`config.mk`:
```
export PLATFORM = sky130hd
export DESIGN_NAME = shift_register
export DESIGN_NICKNAME = d
export VERILOG_FILES = /design/src/rtl/shift_register_pkg.sv /design/src/rtl/shift_register.sv
export SDC_FILE = /design/constraint.sdc
export NUM_CORES = 1
export LEC_CHECK = 0
export ABC_AREA = 0
export CAP_MARGIN = 30
export CORE_AREA = 3 3 40 42
export DETAILED_ROUTE_END_ITERATION = 10
export DIE_AREA = 0 0 43 45
export PLACE_DENSITY = 0.45
export SLEW_MARGIN = 20
export SYNTH_ARGS = -nofsm -noshare
export SYNTH_HDL_FRONTEND = slang
export SYNTH_SLANG_ARGS = --single-unit
```
`constraint.sdc`:
```
create_clock -name CLK -period 1.2 [get_ports CLK]
set_input_delay 0.24 -clock CLK [delete_from_list [all_inputs] [get_ports CLK]]
set_output_delay 0.24 -clock CLK [all_outputs]
set_load 0.005 [all_outputs]
```
`src/rtl/shift_register_pkg.sv`:
```
// Shared definitions for the left-shift register: default width, operation
// codes and the load/shift priority decoder.
package shift_register_pkg;

  localparam int unsigned DEFAULT_SR_WIDTH = 4;

  typedef enum logic [1:0] {
    SR_HOLD  = 2'd0,
    SR_SHIFT = 2'd1,
    SR_LOAD  = 2'd2
  } sr_op_e;

  // Load outranks shift; neither enable asserted means hold.
  function automatic sr_op_e sr_decode(input logic load, input logic shift_en);
    sr_op_e op;
    op = SR_HOLD;
    if (load) begin
      op = SR_LOAD;
    end else if (shift_en) begin
      op = SR_SHIFT;
    end
    return op;
  endfunction

endpackage : shift_register_pkg

```
`src/rtl/shift_register.sv`:
```
// Parameterised left-shift register with synchronous parallel load, serial
// shift-in at the LSB and serial shift-out from the MSB.
module shift_register
  import shift_register_pkg::*;
#(
  parameter int unsigned WIDTH = DEFAULT_SR_WIDTH
) (
  input  logic             CLK,
  input  logic             Reset_N,
  input  logic [WIDTH-1:0] Parallel_In,
  input  logic             Load,
  input  logic             Shift_Enable,
  input  logic             Shift_In,
  output logic [WIDTH-1:0] Reg_Content,
  output logic             Shift_Out
);

  logic [WIDTH-1:0] content_q;
  logic [WIDTH-1:0] content_d;
  sr_op_e           op_c;

  // Next-state mux driven by the priority decoder.
  always_comb begin
    content_d = content_q;
    op_c      = sr_decode(Load, Shift_Enable);
    unique case (op_c)
      SR_LOAD:  content_d = Parallel_In;
      SR_SHIFT: content_d = {content_q[WIDTH-2:0], Shift_In};
      default:  content_d = content_q;
    endcase
  end

  // Synchronous active-low reset overrides load and shift.
  always_ff @(posedge CLK) begin
    if (!Reset_N) begin
      content_q <= '0;
    end else begin
      content_q <= content_d;
    end
  end

  assign Reg_Content = content_q;
  // Bit that the next shift will discard; no extra flop.
  assign Shift_Out   = content_q[WIDTH-1];

endmodule : shift_register

```
# Yosys cells after proc, flatten, opt, wreduce, memory -nomap -nowiden
# Index checks and enable logic that the tools add are counted.
[classes]
eq_ne = 2
n_mux = 3
n_reduce_logical = 1
[ops]
columns = ["operator", "n"]
rows = [
  ["case mux 4 bit (2 select lines)", 1],
  ["== test 2 x 1 -> 1 bit (second input constant)", 1],
  ["== test 2 bit (second input constant)", 1],
  ["two-way mux 2 bit", 1],
  ["nonzero test 2 bit", 1],
  ["two-way mux 1 bit", 1],
]
[totals]
regBits = 4
output_inout_bits = 5
word_cells = 7

# Longest topological paths before layout
# Gate-level depths: netlist (run 1).
[depth]
word_depth = 4
depth_mapped = 2
depth_no_buf = 2

# Least setup slack after synthesis (run 1)
# Ideal clock, no wire load.
[synth_timing]
path_type = "reg2reg"
startpoint = "register content_q[0], in the netlist Reg_Content[0]"
endpoint = "register content_q[1], in the netlist Reg_Content[1]"
setup_time_ns = 0.116
t_arrival_ns = 0.774
slack_ns = 0.310
stages_incl_launch_ff = 3
period_less_slack_ns = 0.890
path_cell_list = "dfxtp_1 -> mux2_1 -> o211a_1"
[synth_between]
elab_chain_cells = 1
[synth_rtl]
columns = ["element", "line_no", "rtl"]
rows = [
  ["start, declared", "shift_register.sv:18", "logic [WIDTH-1:0] content_q;"],
  ["start signal, assigned", "shift_register.sv:38", "content_q <= content_d;"],
  ["case mux 4 bit (2 select lines)", "shift_register.sv:26", "unique case (op_c)"],
]
# No other way between the ends.
# A chain may end at the register's enable or synchronous reset.

# Worst setup path after layout (run 1)
[layout_timing]
startpoint = "register content_q[0], in the netlist Reg_Content[0]"
endpoint = "output port Reg_Content[0]"
[layout_rtl]
columns = ["element", "line_no", "rtl"]
rows = [
  ["end, declared", "shift_register.sv:14", "output logic [WIDTH-1:0] Reg_Content,"],
]
# No word-level cell between the ends.

==> flow_metrics.env, run 1 <==
export IMPL_rsz0062_at_grt="no"
export IMPL_yosysSeqAreaShare_pct=40.5
export IMPL_synth_seq_cells=4
export IMPL_routedWlPerCell_um=10.3
export IMPL_finalClockSkew_ps=0.901
export IMPL_antenna_found_initial=0
export IMPL_fin_cells=47
export IMPL_critPathMaxStageDelay_ps=340
export IMPL_ant_nets=0
export IMPL_drtPass1Iterations=2
export IMPL_swShare_pct=20.1
export IMPL_final_common_cell="clkdlybuf4s50_1"
export IMPL_cp_arrival_ps=810
export IMPL_remaining_drc_errors=0
export IMPL_dieArea_um2=1940
export IMPL_synth_nets=26
export IMPL_routed_top_layer="met3"
export IMPL_cts_buffers=3
export IMPL_met2RoutedLength_um=169
export IMPL_tritoncts="done"
export IMPL_finalSetupViolCount=0
export IMPL_clk_latency_ps=230
export IMPL_clkTransAtPathRegs_ps=40
export IMPL_path_cells="dlygate4sd2_1"
export IMPL_critical_path_top_delay_family="flip-flops"
export IMPL_slowest_stage="dfxtp_1"
export IMPL_grt_remaining_overflow=0
export IMPL_cts_htree_levels=1
export IMPL_powerDensity_nw_per_um2=1080
export IMPL_grt_start_max_net_pins=9
export IMPL_area_growth_syn_to_layout_pct=79.7
export IMPL_cp_end_kind="output port"
export IMPL_final_nets=43
export IMPL_hold_violations=0
export IMPL_met1_length_um=229
export IMPL_std_cell_rows=13
export IMPL_dieHeight_um=45
export IMPL_min_period_ps=1050
export IMPL_grt_pass1_vias=171
export IMPL_final_cell_mix="7 x clkdlybuf4s50_1, 6 x dlygate4sd2_1, 4 x mux2_1, 4 x nand2b_1, 4 x o211a_1"
export IMPL_holdCritPathClass="in2reg"
export IMPL_grt_pass1_wl_um=793
export IMPL_ctsHoldBuffers=0
export IMPL_clock_sinks=4
export IMPL_route_met3_wl_um=86
export IMPL_max_freq_ghz=0.955
export IMPL_synth_cell_type_count=5
export IMPL_via_per_inst=4.02
export IMPL_worstPathRequired_ps=960
export IMPL_p_leak_nw=0.188
export IMPL_rrSetupSlack_ps=280
export IMPL_final_period_utilization_pct=87.3
export IMPL_drv_cap=0
export IMPL_start_util_pct=15.4
export IMPL_clock_root_buffer="clkbuf_4"
export IMPL_clock_path_buffers=2
export IMPL_p_sw_mw=0.0770
export IMPL_wirelength_um=485
export IMPL_p_clk_share_pct=41.9
export IMPL_vdd_ir_drop_worst_mv=0.358
export IMPL_start_kind="register"
export IMPL_drive_above_1_share_pct=12.5
export IMPL_seqPwrFrac_pct=39.4
export IMPL_fin_total_pwr_mw=0.383
export IMPL_diodes=0
export IMPL_crit_fanout=3
export IMPL_largest_reg_flops=4
export IMPL_coreArea_um2=1280
export IMPL_gp_congestion=0.737
export IMPL_combinationalPowerShare_pct=18.7
export IMPL_syn_avg_cell_area_um2=11.6
export IMPL_dp_cells=44
export IMPL_io_buffer_count=13
export IMPL_syn_inst=17
export IMPL_num_vias=189
export IMPL_maxSlewHeadroom_pct=81.3
export IMPL_grt_total_usage_pct=6.33
export IMPL_critPathKind="reg2out"
export IMPL_die_x_um=43
export IMPL_worst_path_buf_inv=1
export IMPL_worstMarginPinSlew_ps=280
export IMPL_intPower_mw=0.306
export IMPL_status="completed"
export IMPL_slew_viol_final=0
export IMPL_final_util_pct=27.7
export IMPL_syn_cell_area_um2=198
export IMPL_drt_iter0_drc=4
export IMPL_pin_count=14
export IMPL_yosysWarnings=0
[power groups by stage]
| stage | logic, mW | registers (mW) | clock network, mW |
|---|---|---|---|
| after floorplan | 0.0264 | 0.153 | 0 |
| after global placement | 0.0821 | 0.152 | 0 |
| after detailed placement | 0.0820 | 0.153 | 0 |
| after CTS | 0.0732 | 0.151 | 0.171 |
| after global routing | 0.0787 | 0.153 | 0.182 |
| final | 0.0716 | 0.151 | 0.160 |
[metal layers]
layer | global-route usage (%) | up-vias
li1 | - | 92
met1 | 7.97 | 83
met2 | 5.99 | 14
met3 | 4.38 | 0
met4 | 7.23 | 0
met5 | 0 | -
[layout make-up]
| type | instances | area, µm² |
|---|---|---|
| fill | 144 | 930 |
| timing repair buffer | 13 | 123 |
| multi-input combinational | 12 | 110 |
| sequential | 4 | 81.3 |
| clock buffer | 3 | 22.5 |
| tap | 15 | 18.8 |
[repair_timing]
item | CTS | global route
gates resized for setup | 7 | 0
buffers inserted | 0 | 0
setup endpoints to repair | 9 | 0
[per-stage QoR]
step	setup WS (ps)	setup TNS [ps]	cell area (µm²)	hold slack, ps
2_1_floorplan	310	0	198	373
3_3_place_gp	-254	-1010	339	605
3_5_place_dp	-259	-1010	339	617
4_1_cts	131	0	355	604
5_1_grt	112	0	355	626
6_report	152	0	355	605
[tightest hold or removal path, cell delays in order]
cell,delay [ps]
dlygate4sd2_1,280
mux2_1,160
o211a_1,120
[Yosys cell counts]
cell,count,area share (%)
buf_4,1,3.8
dfxtp_1,4,41
mux2_1,4,23
nand2b_1,4,13
o211a_1,4,20
[cells by family (layout without fill, tap and decap cells)]
kind of cell | count (synthesis) | in the layout | synth area share [%]
AND/OR/NAND/NOR | 4 | 4 | 12.7
flip-flops | 4 | 4 | 40.5
AO/OA/AOI/OAI | 4 | 4 | 20.3
buffers and inverters | 1 | 16 | 3.80
multiplexers | 4 | 4 | 22.8
[worst paths after layout]
path,end,startpoint,depth (start not counted)
setup / recovery,Reg_Content[0],Reg_Content[0],1
hold / removal,Reg_Content[3],Shift_Enable,3
setup reg to reg,Reg_Content[1],Reg_Content[0],2
hold reg to reg,Reg_Content[3],Reg_Content[3],2
Note: power is estimated with default switching activity, not from simulation.
==> run 2: changes to the inputs <==
--- a/config.mk
+++ b/config.mk
@@ -8,9 +8,10 @@
 export ABC_AREA = 0
 export CAP_MARGIN = 30
 export CORE_AREA = 3 3 40 42
+export CTS_BUF_LIST = sky130_fd_sc_hd__clkbuf_16
 export DETAILED_ROUTE_END_ITERATION = 10
 export DIE_AREA = 0 0 43 45
-export PLACE_DENSITY = 0.45
+export PLACE_DENSITY = 0.49
 export SLEW_MARGIN = 20
 export SYNTH_ARGS = -nofsm -noshare
 export SYNTH_HDL_FRONTEND = slang
==> flow_metrics.env, run 2 (synthesized netlist as in run 1, its figures left out) <==
export IMPL_grt_pass1_wl_um=814
export IMPL_p_sw_mw=0.116
export IMPL_path_cells="dlygate4sd2_1"
export IMPL_grt_start_max_net_pins=9
export IMPL_finalClockSkew_ps=0.154
export IMPL_diodes=0
export IMPL_wirelength_um=492
export IMPL_remaining_drc_errors=0
export IMPL_drt_iter0_drc=6
export IMPL_preCtsSetupSlack_ps=-286
export IMPL_cp_arrival_ps=810
export IMPL_multi_input_area_um2=110
export IMPL_drive_above_1_share_pct=9.38
export IMPL_cts_buffers=3
export IMPL_start_util_pct=15.4
export IMPL_dieArea_um2=1940
export IMPL_slowest_stage="dfxtp_1"
export IMPL_rsz0062_at_grt="no"
export IMPL_ctsHoldBuffers=0
export IMPL_routedWlPerCell_um=10.5
export IMPL_start_kind="register"
export IMPL_clk_latency_ps=220
export IMPL_vdd_ir_drop_worst_mv=0.794
export IMPL_crit_fanout=3
export IMPL_gp_congestion=0.755
export IMPL_fin_total_pwr_mw=0.735
export IMPL_antenna_found_initial=0
export IMPL_drtPass1Iterations=4
export IMPL_clkTransAtPathRegs_ps=30
export IMPL_holdCritPathClass="reg2reg"
export IMPL_ant_nets=0
export IMPL_largest_reg_flops=4
export IMPL_max_freq_ghz=0.952
export IMPL_pin_count=14
export IMPL_critical_path_top_delay_family="flip-flops"
export IMPL_worstPathRequired_ps=960
export IMPL_setup_slack_ps=150
export IMPL_grt_remaining_overflow=0
export IMPL_final_period_utilization_pct=87.5
export IMPL_powerDensity_nw_per_um2=1810
export IMPL_grt_total_usage_pct=6.74
export IMPL_dieHeight_um=45
export IMPL_intPower_mw=0.619
export IMPL_final_common_cell="clkdlybuf4s50_1"
export IMPL_hold_violations=0
export IMPL_worst_path_buf_inv=1
export IMPL_maxSlewHeadroom_pct=82.5
export IMPL_p_clk_share_pct=69.7
export IMPL_final_nets=43
export IMPL_post_cts_buffers=0
export IMPL_clock_root_buffer="clkbuf_16"
export IMPL_slew_viol_final=0
export IMPL_clock_sinks=4
export IMPL_area_growth_syn_to_layout_pct=106
export IMPL_combinationalPowerShare_pct=9.8
export IMPL_io_buffer_count=13
export IMPL_final_util_pct=31.6
export IMPL_num_vias=194
export IMPL_worstMarginPinSlew_ps=262
export IMPL_tritoncts="done"
export IMPL_clock_path_buffers=2
export IMPL_swShare_pct=15.8
export IMPL_coreArea_um2=1280
export IMPL_grt_pass1_vias=191
export IMPL_final_seq_area_um2=80.1
export IMPL_nFillCells=136
export IMPL_critPathMaxStageDelay_ps=340
export IMPL_seqPwrFrac_pct=20.5
export IMPL_die_x_um=43
export IMPL_critPathKind="reg2out"
export IMPL_status="completed"
export IMPL_std_cell_rows=13
export IMPL_cts_htree_levels=1
export IMPL_p_leak_nw=0.211
export IMPL_drv_cap=0
export IMPL_final_cell_mix="7 x clkdlybuf4s50_1, 6 x dlygate4sd2_1"
export IMPL_min_period_ps=1050
export IMPL_finalSetupViolCount=0
export IMPL_cp_end_kind="output port"
export IMPL_via_per_inst=4.13
-- run 2: metrics by stage --
step	hold WS [ps]	setup TNS [ps]	instances	instance area, µm²
after floorplan	373	0	17	198
after global placement	609	-966	44	339
after detailed placement	616	-1080	44	339
after CTS	615	0	47	407
after global routing	637	0	47	407
final	607	0	47	407
-- run 2: cell type report --
type	count	share of cell area, %
tap	15	4.62
timing repair buffer	13	30.2
multi-input combinational	12	27.1
clock buffer	3	18.5
sequential	4	19.7
-- run 2: path summary, 6_finish.rpt --
| check | slack [ps] | end | from | depth (start not counted) |
|---|---|---|---|---|
| worst min register to register | 610 | Reg_Content[3] | Reg_Content[3] | 2 |
| worst max register to register | 280 | Reg_Content[1] | Reg_Content[0] | 2 |
| worst max-delay path | 150 | Reg_Content[0] | Reg_Content[0] | 1 |
| worst min-delay path | 610 | Reg_Content[3] | Reg_Content[3] | 2 |
-- run 2: timing repair --
| action | 4_1_cts | 5_1_grt |
|---|---|---|
| hold endpoints to repair | 0 | 0 |
| setup endpoints to repair | 9 | 0 |
| gates resized for setup | 6 | 0 |
-- run 2: per-layer routing --
metal,track usage [%],share of wire (%),wire (µm)
met1,7.47,46,225
met2,5.99,30,148
met3,4.78,18,91
met4,10.8,5.5,27
met5,0,0,0
-- run 2: power by group through the flow --
| stage | logic, mW | registers (mW) | clock network (mW) |
|---|---|---|---|
| after floorplan | 0.0264 | 0.153 | 0 |
| after global placement | 0.0827 | 0.152 | 0 |
| after detailed placement | 0.0820 | 0.153 | 0 |
| after CTS | 0.0731 | 0.151 | 0.525 |
| after global routing | 0.0786 | 0.152 | 0.530 |
| final | 0.0720 | 0.151 | 0.513 |
